==> config.mk <==
export PLATFORM = sky130hd
export DESIGN_NAME = game_timer_ctrl
export DESIGN_NICKNAME = d
export VERILOG_FILES = /design/src/rtl/game_timer_pkg.sv /design/src/rtl/bcd_down_digit.sv /design/src/rtl/game_timer_ctrl.sv
export SDC_FILE = /design/constraint.sdc
export NUM_CORES = 1
export LEC_CHECK = 0
export ABC_AREA = 1
export CORE_MARGIN = 2
export CORE_UTILIZATION = 47
export DETAILED_ROUTE_END_ITERATION = 10
export GPL_TIMING_DRIVEN = 0
export PLACE_DENSITY = 0.72
export SYNTH_ARGS = -nofsm -noshare
export SYNTH_HDL_FRONTEND = slang
export SYNTH_HIERARCHICAL = 1
export SYNTH_SLANG_ARGS = --single-unit
==> constraint.sdc <==
create_clock -name clk -period 2.25 [get_ports clk]
set_input_delay 0.3375 -clock clk [delete_from_list [all_inputs] [get_ports clk]]
set_output_delay 0.3375 -clock clk [all_outputs]
set_load 0.01 [all_outputs]
==> src/rtl/game_timer_pkg.sv <==
`default_nettype none
// ============================================================================
// Module   : game_timer_pkg
// Purpose  : Shared types and constants for the game countdown controller:
//            round state encoding, BCD digit type, M:SS.t time record and
//            the saturation ceiling used by the bonus adder.
// Revision : 1.0 - initial release
// ============================================================================
package game_timer_pkg;

  typedef enum logic [1:0] {
    ST_IDLE    = 2'd0,
    ST_RUN     = 2'd1,
    ST_PAUSE   = 2'd2,
    ST_EXPIRED = 2'd3
  } t_timer_state;

  typedef logic [3:0] t_bcd;

  typedef struct packed {
    t_bcd min;
    t_bcd sec_t;
    t_bcd sec_o;
    t_bcd tenth;
  } t_game_time;

  // Largest representable time, 9:59.9
  localparam t_game_time MAX_TIME = '{min: 4'd9, sec_t: 4'd5, sec_o: 4'd9, tenth: 4'd9};

endpackage
`default_nettype wire

==> src/rtl/bcd_down_digit.sv <==
`default_nettype none
// ============================================================================
// Module   : bcd_down_digit
// Purpose  : One BCD digit of a down-counter. Wraps 0 -> MAX_VAL and raises
//            borrow_out combinationally when asked to step below zero, so
//            digits chain by feeding borrow_out into the next dec_in.
//            A load overrides any decrement in the same cycle.
// Revision : 1.0 - initial release
// ============================================================================
module bcd_down_digit
  import game_timer_pkg::*;
#(
  parameter t_bcd MAX_VAL = 4'd9,
  parameter t_bcd RST_VAL = 4'd0
) (
  input  logic clk,
  input  logic resetN,
  input  logic dec_in,
  input  logic load,
  input  t_bcd load_val,
  output t_bcd q,
  output logic borrow_out
);

  t_bcd q_q;
  t_bcd q_d;

  // Next digit value: load wins, otherwise step down with wrap
  always_comb begin
    q_d = q_q;
    if (load) begin
      q_d = load_val;
    end else if (dec_in) begin
      q_d = (q_q == 4'd0) ? MAX_VAL : q_q - 4'd1;
    end
  end

  // Digit register with synchronous active-low reset
  always_ff @(posedge clk) begin
    if (!resetN) begin
      q_q <= RST_VAL;
    end else begin
      q_q <= q_d;
    end
  end

  assign q          = q_q;
  assign borrow_out = dec_in && (q_q == 4'd0);

endmodule
`default_nettype wire

==> src/rtl/game_timer_ctrl.sv <==
`default_nettype none
// ============================================================================
// Module   : game_timer_ctrl
// Purpose  : Round countdown controller. Holds remaining time as BCD M:SS.t,
//            sequences IDLE/RUN/PAUSE/EXPIRED from tick and button pulses,
//            and drives the low-time warning and a one-cycle time_up pulse.
//            Optional feature macro: GAME_TIMER_BONUS_EN (adds add_bonus port
//            and a saturating seconds adder).
// Revision : 1.0 - initial release
// ============================================================================
module game_timer_ctrl
  import game_timer_pkg::*;
#(
  parameter int START_MIN = 2,
  parameter int START_SEC = 0,
  parameter int WARN_SEC  = 10,
  parameter int BONUS_SEC = 5
) (
  input  logic       clk,
  input  logic       resetN,
  input  logic       onetens_sec,
  input  logic       start,
  input  logic       pause_toggle,
  input  logic       restart,
`ifdef GAME_TIMER_BONUS_EN
  input  logic       add_bonus,
`endif
  output logic [3:0] min_d,
  output logic [3:0] sec_t,
  output logic [3:0] sec_o,
  output logic [3:0] tenth_d,
  output logic       running,
  output logic       paused,
  output logic       expired,
  output logic       time_up,
  output logic       warning
);

  localparam t_game_time START_TIME = '{
    min:   t_bcd'(START_MIN),
    sec_t: t_bcd'(START_SEC / 10),
    sec_o: t_bcd'(START_SEC % 10),
    tenth: 4'd0
  };

  t_timer_state state_q, state_d;
  logic         time_up_q, time_up_d;

  t_game_time cur;
  t_game_time load_time;
  logic       pause_act, bonus_act, start_act, tick_act;
  logic       dec, load, is_zero, is_one;
  logic       b_tenth, b_sec_o, b_sec_t, b_min;
  logic [6:0] sec_total;

  wire active = (state_q == ST_RUN) || (state_q == ST_PAUSE);

`ifdef GAME_TIMER_BONUS_EN
  t_game_time bonus_time;
  logic [6:0] sec_sum, sec_wrap, tens7, ones7;
  logic [4:0] min_sum;
  logic       unused_bits;

  // Add BONUS_SEC to the seconds field, carry into minutes, clamp at 9:59.9
  always_comb begin
    sec_sum  = 7'(cur.sec_t) * 7'd10 + 7'(cur.sec_o) + 7'(BONUS_SEC);
    sec_wrap = sec_sum;
    min_sum  = 5'(cur.min);
    if (sec_sum >= 7'd60) begin
      sec_wrap = sec_sum - 7'd60;
      min_sum  = min_sum + 5'd1;
    end
    tens7 = sec_wrap / 7'd10;
    ones7 = sec_wrap % 7'd10;
    if (min_sum > 5'd9) begin
      bonus_time = MAX_TIME;
    end else begin
      bonus_time = '{min: min_sum[3:0], sec_t: tens7[3:0], sec_o: ones7[3:0], tenth: cur.tenth};
    end
  end

  assign unused_bits = ^{tens7[6:4], ones7[6:4]};
  assign bonus_act   = !restart && !pause_act && add_bonus && active;
  assign load_time   = restart ? START_TIME : bonus_time;
`else
  assign bonus_act   = 1'b0;
  assign load_time   = START_TIME;
`endif

  // Resolve the single event that acts this cycle, highest priority first
  always_comb begin
    pause_act = !restart && pause_toggle && active;
    start_act = !restart && start && (state_q == ST_IDLE);
    tick_act  = !restart && !pause_act && !bonus_act && onetens_sec && (state_q == ST_RUN);
    is_zero   = (cur == '0);
    is_one    = (cur.min == 4'd0) && (cur.sec_t == 4'd0) && (cur.sec_o == 4'd0) && (cur.tenth == 4'd1);
    dec       = tick_act && !is_zero;
    load      = restart || bonus_act;
  end

  // Round state and the registered expiry pulse
  always_comb begin
    state_d = state_q;
    if (restart) begin
      state_d = ST_IDLE;
    end else if (pause_act) begin
      state_d = (state_q == ST_RUN) ? ST_PAUSE : ST_RUN;
    end else if (start_act) begin
      state_d = ST_RUN;
    end else if (tick_act && (is_zero || is_one)) begin
      state_d = ST_EXPIRED;
    end
    time_up_d = (state_d == ST_EXPIRED) && (state_q != ST_EXPIRED);
  end

  // Control registers with synchronous active-low reset
  always_ff @(posedge clk) begin
    if (!resetN) begin
      state_q   <= ST_IDLE;
      time_up_q <= 1'b0;
    end else begin
      state_q   <= state_d;
      time_up_q <= time_up_d;
    end
  end

  bcd_down_digit #(.MAX_VAL(4'd9), .RST_VAL(START_TIME.tenth)) u_tenth (
    .clk(clk), .resetN(resetN), .dec_in(dec), .load(load),
    .load_val(load_time.tenth), .q(cur.tenth), .borrow_out(b_tenth));

  bcd_down_digit #(.MAX_VAL(4'd9), .RST_VAL(START_TIME.sec_o)) u_sec_o (
    .clk(clk), .resetN(resetN), .dec_in(b_tenth), .load(load),
    .load_val(load_time.sec_o), .q(cur.sec_o), .borrow_out(b_sec_o));

  bcd_down_digit #(.MAX_VAL(4'd5), .RST_VAL(START_TIME.sec_t)) u_sec_t (
    .clk(clk), .resetN(resetN), .dec_in(b_sec_o), .load(load),
    .load_val(load_time.sec_t), .q(cur.sec_t), .borrow_out(b_sec_t));

  bcd_down_digit #(.MAX_VAL(4'd9), .RST_VAL(START_TIME.min)) u_min (
    .clk(clk), .resetN(resetN), .dec_in(b_sec_t), .load(load),
    .load_val(load_time.min), .q(cur.min), .borrow_out(b_min));

  // Minutes never borrow because a decrement is suppressed at 0:00.0
  logic unused_borrow;
  assign unused_borrow = b_min;

  assign sec_total = 7'(cur.sec_t) * 7'd10 + 7'(cur.sec_o);
  assign warning   = active && (cur.min == 4'd0) && (sec_total < 7'(WARN_SEC));

  assign min_d   = cur.min;
  assign sec_t   = cur.sec_t;
  assign sec_o   = cur.sec_o;
  assign tenth_d = cur.tenth;
  assign running = (state_q == ST_RUN);
  assign paused  = (state_q == ST_PAUSE);
  assign expired = (state_q == ST_EXPIRED);
  assign time_up = time_up_q;

endmodule
`default_nettype wire

==> flow_summary_export.csv, run 1 <==
group,metric,value,unit
run_status,outcome,"finished with violations",
run_status,violations,"setup timing",
worst_setup_path,crit_chain,"ha_4 > ha_2 > fa_1 > inv_2 > nand2_1 > nand3_1 > nor2_1 > nand2_1 > nor2_1 > buf_2",
synthesis,synthCells,237,
routing,ant_nets,0,
grt,grt_overflow,0,
die,pin_count,27,
layout,design_area,2030,µm²
clock_network,cts_tree,"yes",
sta,fmax,412,MHz
grt,grt_usage,19.3,%
synthesis,synth.cell_area,1530,µm²
clock_network,clock_latency,300,ps
routing,vias,1554,
layout,area_delta_synth_final,33.4,%
routing,drt_first_pass_iters,4,
layout,fill_cells,278,
pwr,power_density,408,nW/µm²
routing,drc,0,
sta,relSlewSlack,57.6,%
grt,grt_max_degree,26,
pwr,ir_drop,0.207,mV
placement,dp_hpwl,2360,µm
synthesis,syn_avg_cell_area,6.44,µm²
pwr,intPower,0.000541,W
routing,wirelength,3360,µm
layout,diodes,0,
sta,period_share,108,%
worst_setup_path,criticalPathCategory,"reg2out",
layout,drive_gt1_share,21.9,%
worst_setup_path,startpoint,"u_sec_t/q[1]$_SDFFE_PN0P_",
pwr,switching_share,34.9,%
layout,nets,307,
sta,holdWs,539,ps
routing,highest_layer,"met4",
placement,post-place-ws,-1120,ps
routing,wl_met1,1670,µm
pwr,power_frac_comb,31.5,%
grt,grt_pass1_vias,1339,
routing,vias_per_cell,4.68,
sta,report.final.slew_viol_count,0,
run,maxCapViolCount,0,
routing,wl_met2,1550,µm
layout,multi_input_area,1100,µm²
sta,tightest_slew,637,ps
clock_network,clock_sinks,19,
placement,port_buffers,26,
grt,antenna_found_initial,0,
worst_setup_path,cp.required,1910,ps
worst_setup_path,r2r_start,"state_q[1]$_SDFF_PN0_",
placement,place_area,1900,µm²
clock_network,path_clk_slew,120,ps
worst_setup_path,cp-end-kind,"primary output",
sta,skew,13.3,ps
pwr,pwr-share-seq,47.1,%
worst_setup_path,critPathArrivalTime,2090,ps
sta,layout_min_cycle_time,2430,ps
worst_setup_path,start_kind,"flop",
pwr,leakage,0.924,nW
die,placementRows,20,
synthesis,yosys_warnings,6,
worst_hold_path,hold_start,"u_min/q[3]$_SDFFE_PN0P_",
sta,layout_setup_ws,-180,ps
die,fp.dieW,61.0,µm
routing,wire_per_inst,10.1,µm
routing,met3WireLength,121,µm
layout,final_util,66.1,%
pwr,p_clk_share,21.4,%
sta,rsz0062_at_grt,"yes",
sta,final-hold-violation-count,0,
die,design.core.area,3080,µm²
clock_network,cts_max_level,1,
die,start_util,49.6,%
layout,regArea,397,µm²
worst_hold_path,hold_class,"reg2reg",
worst_setup_path,max_stage_delay,510,ps
worst_setup_path,slowest_stage,"fa_1",
placement,gp_congestion,0.839,
clock_network,cts_root_buffer,"clkbuf_4",
sta,setup_viol,3,
die,die_h,61.0,µm
grt,grt_pass1_wl,5440,µm
clock_network,numCtsBuffers,3,
pwr,switchingPower,0.000290,W
routing,drt_iter0_drc,65,
worst_setup_path,crit_fanout,2,
die,die_area,3720,µm²
clock_network,cts_buffer_depth,2,
## through the flow
| stage | total power [W] | cells | setup TNS (ps) |
|---|---|---|---|
| after floorplan | 0.000556 | 251 | 0 |
| after global placement | 0.000645 | 321 | -11460 |
| after detailed placement | 0.000646 | 321 | -11470 |
| after CTS | 0.000833 | 331 | -202 |
| after global routing | 0.000887 | 332 | -959 |
| final | 0.000831 | 332 | -202 |
## worst paths after layout
| path | endpoint | slack, ps | cells past startpoint |
|---|---|---|---|
| setup / recovery | warning | -180 | 10 |
| hold / removal | u_min/q[3]$_SDFFE_PN0P_ | 540 | 2 |
| setup reg to reg | u_min/q[1]$_SDFFE_PN1P_ | -20 | 16 |
| hold reg to reg | u_min/q[3]$_SDFFE_PN0P_ | 540 | 2 |
## placed cells by master (no fill, tap or decap), types with 2 or more instances in the layout
master	n
nor2_1	31
a21oi_1	16
clkinv_2	2
conb_1	16
dfxtp_2	4
o211ai_1	2
a21oi_2	3
buf_4	7
xor2_1	2
nand2_1	51
inv_2	9
ha_1	8
inv_1	28
nor2_2	10
nor2_4	3
clkbuf_4	3
a22oi_1	3
nand2_2	6
fa_1	2
o21ai_0	9
nand3_2	2
dfxtp_1	12
o211ai_2	2
dfxtp_4	3
clkdlybuf4s50_1	24
nand3_1	15
o21ai_1	2
## final cells by class
type | count | share of cell area, %
Timing Repair Buffer | 33 | 15.2
Clock inverter | 1 | 0.246
Multi-Input combinational cell | 194 | 54.2
Sequential cell | 19 | 19.5
Inverter | 38 | 7.07
Clock buffer | 3 | 1.11
Tap cell | 44 | 2.71
## worst max-delay path: cells and delay by family, from the launching register on
kind	cells	cell delay [ps]
buf+inv	2	170
flops	1	370
fa+ha+maj	3	920
simple gates	5	360
## power groups by stage
stage	registers, W	clock network [W]	logic, W
6_report	0.000391	0.000178	0.000262
5_1_grt	0.000396	0.000195	0.000296
4_1_cts	0.000392	0.000184	0.000257
3_5_place_dp	0.000403	0	0.000243
3_3_place_gp	0.000403	0	0.000242
2_1_floorplan	0.000404	0	0.000152
## routing by layer
metal	vias to the layer above	GRT usage, %
li1	839	-
met1	676	26.2
met2	37	32.9
met3	2	1.92
met4	0	4.66
met5	-	0
## sequential cells by signal (all words and copies together) (netlist names)
register,flops
u_min/q,4
u_sec_o/q,4
state_q,2
time_up,1
u_tenth/q,4
u_sec_t/q,4
## timing repair
action,in CTS,in global routing
hold buffers,0,0
setup buffers,6,1
endpoints found under the setup margin,13,9
pin swaps,4,2
hold endpoints to repair,0,0
gates resized for setup,22,5
No activity file was read; power rests on OpenSTA's default activity.
==> run 2: changes to the inputs <==
==> constraint.sdc (replaced) <==
create_clock -name clk -period 2.25 [get_ports clk]
set_input_delay 0.3375 -clock clk [delete_from_list [all_inputs] [get_ports clk]]
set_output_delay 0.3375 -clock clk [all_outputs]
set_load 0.005 [all_outputs]
==> run 2 against run 1 <==
  * The flow still finishes with violations (setup timing)
  * Total power is 1.2% higher
  * Sequential power hardly changed
  * Clock skew is 1.9 ps higher
  * Flip-flop and latch count stayed put
  * Cell area is 4.5% higher
  * Cell count is 1.2% higher
  * Register-to-register slack better by 100 ps
  * Routed wire length is 3.5% higher
  * Sequential share of layout area is 0.31 points lower
  * First-iteration DRC count is 3.1% higher
  * Worst hold slack worse by 14 ps
  * Critical path type unchanged
  * Largest power group unchanged
==> flow_summary_export.csv, run 2 (synthesis gave the netlist of run 1 again) <==
group,metric,value,unit
routing,wire_per_inst,10.4,µm
worst_setup_path,cp.required,1910,ps
run_status,outcome,"finished with violations",
routing,vias_per_cell,4.69,
run,maxCapViolCount,0,
routing,drc,0,
worst_setup_path,slowest_stage,"fa_1",
clock_network,path_clk_slew,110,ps
sta,relSlewSlack,60.6,%
pwr,switchingPower,0.000291,W
sta,final-hold-violation-count,0,
layout,final_common_cell,"nand2_1",
worst_setup_path,r2r.worst_path.cells,16,
clock_network,numCtsBuffers,3,
clock_network,cts_buffer_depth,2,
sta,holdWs,525,ps
routing,ant_nets,0,
placement,dp_hpwl,2360,µm
worst_setup_path,startpoint,"u_sec_t/q[1]$_SDFFE_PN0P_",
sta,setup_tns,-184,ps
routing,wirelength,3480,µm
worst_setup_path,criticalPathCategory,"reg2out",
layout,nets,311,
sta,fmax,411,MHz
layout,area_delta_synth_final,39.4,%
clock_network,clock_sinks,19,
sta,report.final.slew_viol_count,0,
pwr,intPower,0.000550,W
die,placementRows,20,
pwr,power_density,396,nW/µm²
worst_hold_path,hold_start,"u_sec_o/q[3]$_SDFFE_PN0P_",
sta,period_share,108,%
worst_hold_path,min_path_cells,2,
worst_setup_path,crit_family,"adder cells",
sta,setup_viol,1,
pwr,switching_share,34.6,%
worst_setup_path,worstSetupPathDepth,8,
grt,grt_max_degree,26,
sta,layout_setup_ws,-184,ps
pwr,pwr-share-seq,46.5,%
clock_network,cts_root_buffer,"clkbuf_4",
layout,diodes,0,
clock_network,clock_latency,300,ps
worst_setup_path,path_buf_inv,2,
die,die_area,3720,µm²
sta,tightest_slew,591,ps
placement,port_buffers,26,
clock_network,cts_tree,"yes",
routing,highest_layer,"met4",
worst_setup_path,max_stage_delay,510,ps
clock_network,cts_hold_buf,0,
routing,vias,1575,
run_status,violations,"setup timing",
sta,rsz0062_at_grt,"yes",
die,fp.dieW,61.0,µm
routing,drt_iter0_drc,67,
grt,grt_pass1_vias,1360,
pwr,power_frac_comb,32.2,%
grt,grt_usage,19.6,%
layout,drive_gt1_share,27.4,%
worst_setup_path,critPathArrivalTime,2100,ps
die,pin_count,27,
worst_setup_path,crit_fanout,2,
placement,gp_congestion,0.839,
routing,drt_first_pass_iters,4,
layout,layout.cells.non_filler,336,
pwr,p_clk_share,21.3,%
worst_setup_path,crit_chain,"ha_4 > ha_4 > fa_1 > buf_4 > nand3_2 > xor2_1 > nor2_1 > buf_2",
worst_setup_path,r2r_start,"state_q[0]$_SDFF_PN0_",
routing,met3WireLength,128,µm
grt,grt_overflow,0,
layout,layout_common_cells,"nand2_1 (50), nor2_1 (30), inv_1 (26), clkdlybuf4s50_1 (24)",
die,design.core.area,3080,µm²
worst_setup_path,path_common_cell,"ha_4",
die,start_util,49.6,%
clock_network,cts_max_level,1,
pwr,leakage,0.948,nW
grt,grt_pass1_wl,5530,µm
pwr,ir_drop,0.220,mV
sta,skew,15.2,ps
die,die_h,61.0,µm
routing,wl_met2,1660,µm
worst_setup_path,start_kind,"flop",
worst_setup_path,cp-end-kind,"primary output",
sta,layout_min_cycle_time,2430,ps
layout,fill_cells,260,
routing,wl_met1,1680,µm
placement,place_inst,321,
worst_hold_path,hold_class,"reg2reg",
grt,antenna_found_initial,0,
-- run 2: routing by layer --
metal  vias up  GRT usage (%)
li1        847              -
met1       692           26.3
met2        34           33.3
met3         2           2.13
met4         0           5.28
met5         -              0
-- run 2: stage by stage --
stage | area, µm² | setup WS [ps] | total power [W] | utilization (%)
6_report | 2130 | -184 | 0.000841 | 69.1
4_1_cts | 2040 | -209 | 0.000831 | 66.4
5_1_grt | 2130 | -287 | 0.000896 | 69.1
3_3_place_gp | 1900 | -1120 | 0.000637 | 61.8
2_1_floorplan | 1590 | 35.4 | 0.000548 | -
3_5_place_dp | 1900 | -1120 | 0.000638 | 61.8
-- run 2: area by class of cell --
class                           instances  area [µm²]  share of cell area (%)
Tap cell                               44        55.1                    2.59
Timing Repair Buffer                   37         342                    16.1
Clock buffer                            3        22.5                    1.06
Sequential cell                        19         408                    19.2
Clock inverter                          1        5.00                   0.235
Inverter                               38         144                    6.77
Multi-Input combinational cell        194        1150                    54.1
-- run 2: timing repair --
| action | 4_1_cts | 5_1_grt |
|---|---|---|
| buffers inserted | 8 | 3 |
| resized for setup | 25 | 21 |
| endpoints found under the setup margin | 13 | 9 |
| cloned | 0 | 0 |
| pin swaps | 8 | 7 |
-- run 2: final timing paths --
kind | slack [ps] | to
worst max register to register | 80 | u_min/q[1]$_SDFFE_PN1P_
worst min-delay path | 530 | u_sec_o/q[3]$_SDFFE_PN0P_
worst min register to register | 530 | u_sec_o/q[3]$_SDFFE_PN0P_
worst max-delay path | -180 | warning
-- run 2: power by group through the flow --
stage,clock [W],combinational (W),sequential [W]
final,0.000179,0.000270,0.000391
after detailed placement,0,0.000235,0.000403
after global placement,0,0.000234,0.000403
after floorplan,0,0.000151,0.000397
after CTS,0.000184,0.000257,0.000390
after global routing,0.000194,0.000306,0.000395
-- run 2: worst reg2reg max path, delay by kind of cell, from the launching register on --
kind            cells  cell delay [ps]
simple gates       10             1080
buf+inv             4              320
compound gates      1               80
flops               1              360
fa+ha+maj           1              240
==> run 3: changes to the inputs <==
--- a/config.mk
+++ b/config.mk
@@ -7,11 +7,10 @@
 export LEC_CHECK = 0
 export ABC_AREA = 1
 export CORE_MARGIN = 2
-export CORE_UTILIZATION = 47
+export CORE_UTILIZATION = 46
 export DETAILED_ROUTE_END_ITERATION = 10
 export GPL_TIMING_DRIVEN = 0
-export PLACE_DENSITY = 0.72
+export PLACE_DENSITY = 0.73
 export SYNTH_ARGS = -nofsm -noshare
 export SYNTH_HDL_FRONTEND = slang
-export SYNTH_HIERARCHICAL = 1
 export SYNTH_SLANG_ARGS = --single-unit
==> run 3 against run 2 <==
  * Global-route usage grew 0.80 points
  * The run still ends with setup timing left
  * Cell area down 16%
  * Synthesized cell count decreased by 21%
  * Area after synthesis decreased by 13%
  * Register-to-register slack gained 350 ps
  * Total power down 34%
  * Count of clock-buffer cells in the layout increased by 1
  * Critical path depth fell by 1
  * Non-clock buffer count is 5 lower
  * Clock power shrank 3%
==> flow_summary_export.csv, run 3 <==
group,metric,value,unit
run_status,outcome,"finished with violations",
run_status,violations,"setup timing",
pwr,power_density,310,nW/µm²
layout,nets,242,
sta,report.final.slew_viol_count,0,
synthesis,yosysMostFrequentCell,"nand2_1",
synthesis,ys_seq_area_share,28.8,%
routing,ant_nets,0,
die,fp.dieW,57.6,µm
clock_network,cts_tree,"yes",
die,placementRows,19,
clock_network,clock_latency,300,ps
synthesis,syn_avg_cell_area,7.03,µm²
die,design.core.area,2730,µm²
clock_network,cts_root_buffer,"clkbuf_4",
clock_network,path_clk_slew,110,ps
synthesis,synth.area.top_cells,"dfxtp_1 (29%), nand2_1 (13%), ha_1 (9.5%), inv_1 (7.4%), a21oi_1 (5.7%)",
worst_setup_path,crit_chain,"ha_4 > ha_4 > fa_1 > nand3_1 > xor2_1 > nor3_2 > buf_2",
placement,gp_congestion,0.819,
die,die_h,57.6,µm
layout,area_delta_synth_final,34.7,%
synthesis,synth-edff-count,0,
layout,layout_common_cells,"nand2_1 (43), clkdlybuf4s50_1 (25), inv_1 (24), a21oi_1 (15), nor2_1 (14)",
routing,vias,1288,
routing,drc,0,
die,pin_count,27,
placement,dp_hpwl,2190,µm
sta,skew,10.5,ps
pwr,leakage,0.742,nW
worst_setup_path,criticalPathCategory,"reg2out",
worst_setup_path,critPathArrivalTime,2170,ps
run,maxCapViolCount,0,
sta,setup_viol,1,
worst_setup_path,crit_family,"adder cells",
synthesis,async_flop_share,0,%
synthesis,ys_top_cells_by_count,"nand2_1 (45), inv_1 (26), dfxtp_1 (19)",
layout,diodes,0,
synthesis,synth_top_area_cell,"dfxtp_1",
sta,tightest_slew,469,ps
worst_hold_path,hold_class,"reg2reg",
synthesis,syn_nets,206,
synthesis,ys_ff_latch,19,
routing,drt_first_pass_iters,4,
worst_setup_path,cp-end-kind,"primary output",
synthesis,synth_ff_type,"dfxtp_1",
placement,port_buffers,26,
worst_setup_path,path_buf_inv,1,
synthesis,yosys_warnings,0,
worst_setup_path,path_common_cell,"ha_4",
clock_network,clock_sinks,19,
pwr,ir_drop,0.398,mV
clock_network,cts_buffer_depth,2,
worst_setup_path,max_stage_delay,550,ps
synthesis,synthCells,188,
sta,holdWs,481,ps
sta,period_share,111,%
die,start_util,48.3,%
placement,post-place-ws,-473,ps
grt,grt_overflow,0,
die,die_area,3320,µm²
sta,fmax,399,MHz
layout,layout.cells.non_filler,254,
grt,antenna_found_initial,0,
worst_setup_path,cp.required,1910,ps
grt,grt_pass1_wl,5310,µm
sta,layout_min_cycle_time,2500,ps
routing,wirelength,2940,µm
synthesis,synth_cell_types,31,
worst_setup_path,start_kind,"flop",
clock_network,numCtsBuffers,3,
routing,vias_per_cell,5.07,
layout,final_common_cell,"nand2_1",
sta,rsz0062_at_grt,"yes",
sta,relSlewSlack,68.7,%
pwr,total_power,0.000551,W
synthesis,synth.cell_area,1320,µm²
worst_setup_path,crit_fanout,3,
grt,grt_usage,20.4,%
worst_setup_path,slowest_stage,"fa_1",
clock_network,cts_hold_buf,0,
grt,grt_max_degree,11,
clock_network,cts_max_level,1,
sta,layout_setup_ws,-254,ps
placement,place_inst,245,
routing,wire_per_inst,11.6,µm
routing,drt_iter0_drc,35,
sta,final-hold-violation-count,0,
layout,drive_gt1_share,22.0,%
synthesis,synth_top_area_share,28.8,%
grt,grt_pass1_vias,1256,
## run 3: layout make-up
type,instances,area [µm²]
Fill cell,221,955
Tap cell,31,38.8
Inverter,35,133
Multi-Input combinational cell,133,885
Clock buffer,4,26.3
Buffer,1,3.75
Timing Repair Buffer,31,293
Sequential cell,19,400
## run 3: final timing paths
kind	slack, ps	endpoint	cells after the start	start
min reg2reg	480	u_min.q[3]$_SDFFE_PP0P_	2	u_min.q[3]$_SDFFE_PP0P_
max reg2reg	430	time_up$_SDFF_PN0_	9	state_q[0]$_SDFF_PN0_
max	-250	warning	7	u_sec_t.q[3]$_SDFFE_PP0P_
min	480	u_min.q[3]$_SDFFE_PP0P_	2	u_min.q[3]$_SDFFE_PP0P_
## run 3: what timing repair did
action / in CTS / in global routing
pin swaps: 6 / 8
hold endpoints to repair: 0 / 0
setup buffers: 5 / 0
resized for setup: 22 / 8
endpoints found under the setup margin: 1 / 1
## run 3: power breakdown
group	switching, W	internal, W
clock	0.000104	0.0000690
combinational	0.0000238	0.0000204
sequential	0.00000211	0.000332
total	0.000130	0.000421
## run 3: metrics by stage
step / cell area (µm²) / util [%] / TNS [ps]
final: 1780 / 65.1 / -254
after detailed placement: 1620 / 59.3 / -473
after CTS: 1760 / 64.5 / -252
after global placement: 1620 / 59.3 / -439
after floorplan: 1320 / - / 0
after global routing: 1780 / 65.1 / -343
## run 3: tightest hold or removal path, cell delays in order, from the launching register on
cell	delay, ps
dfxtp_1	340
nand2_1	70
a31oi_1	40
## run 3: logic make-up (layout without fill, tap and decap cells)
| family | after synthesis | count (layout) | synth area share (%) |
|---|---|---|---|
| simple gates | 90 | 90 | 34.4 |
| buf+inv | 36 | 71 | 10.3 |
| compound gates | 28 | 28 | 12.0 |
| flops | 19 | 19 | 28.8 |
| fa+ha+maj | 12 | 12 | 12.5 |
| xor+xnor | 3 | 3 | 1.99 |
## run 3: metal layers
metal  track usage (%)  vias to the layer above  wire length [µm]
met5                 0                        -                 0
met2              36.0                       20              1510
met1              24.7                      591              1320
li1                  -                      675                 -
met3              4.99                        2                93
met4              4.98                        0                19
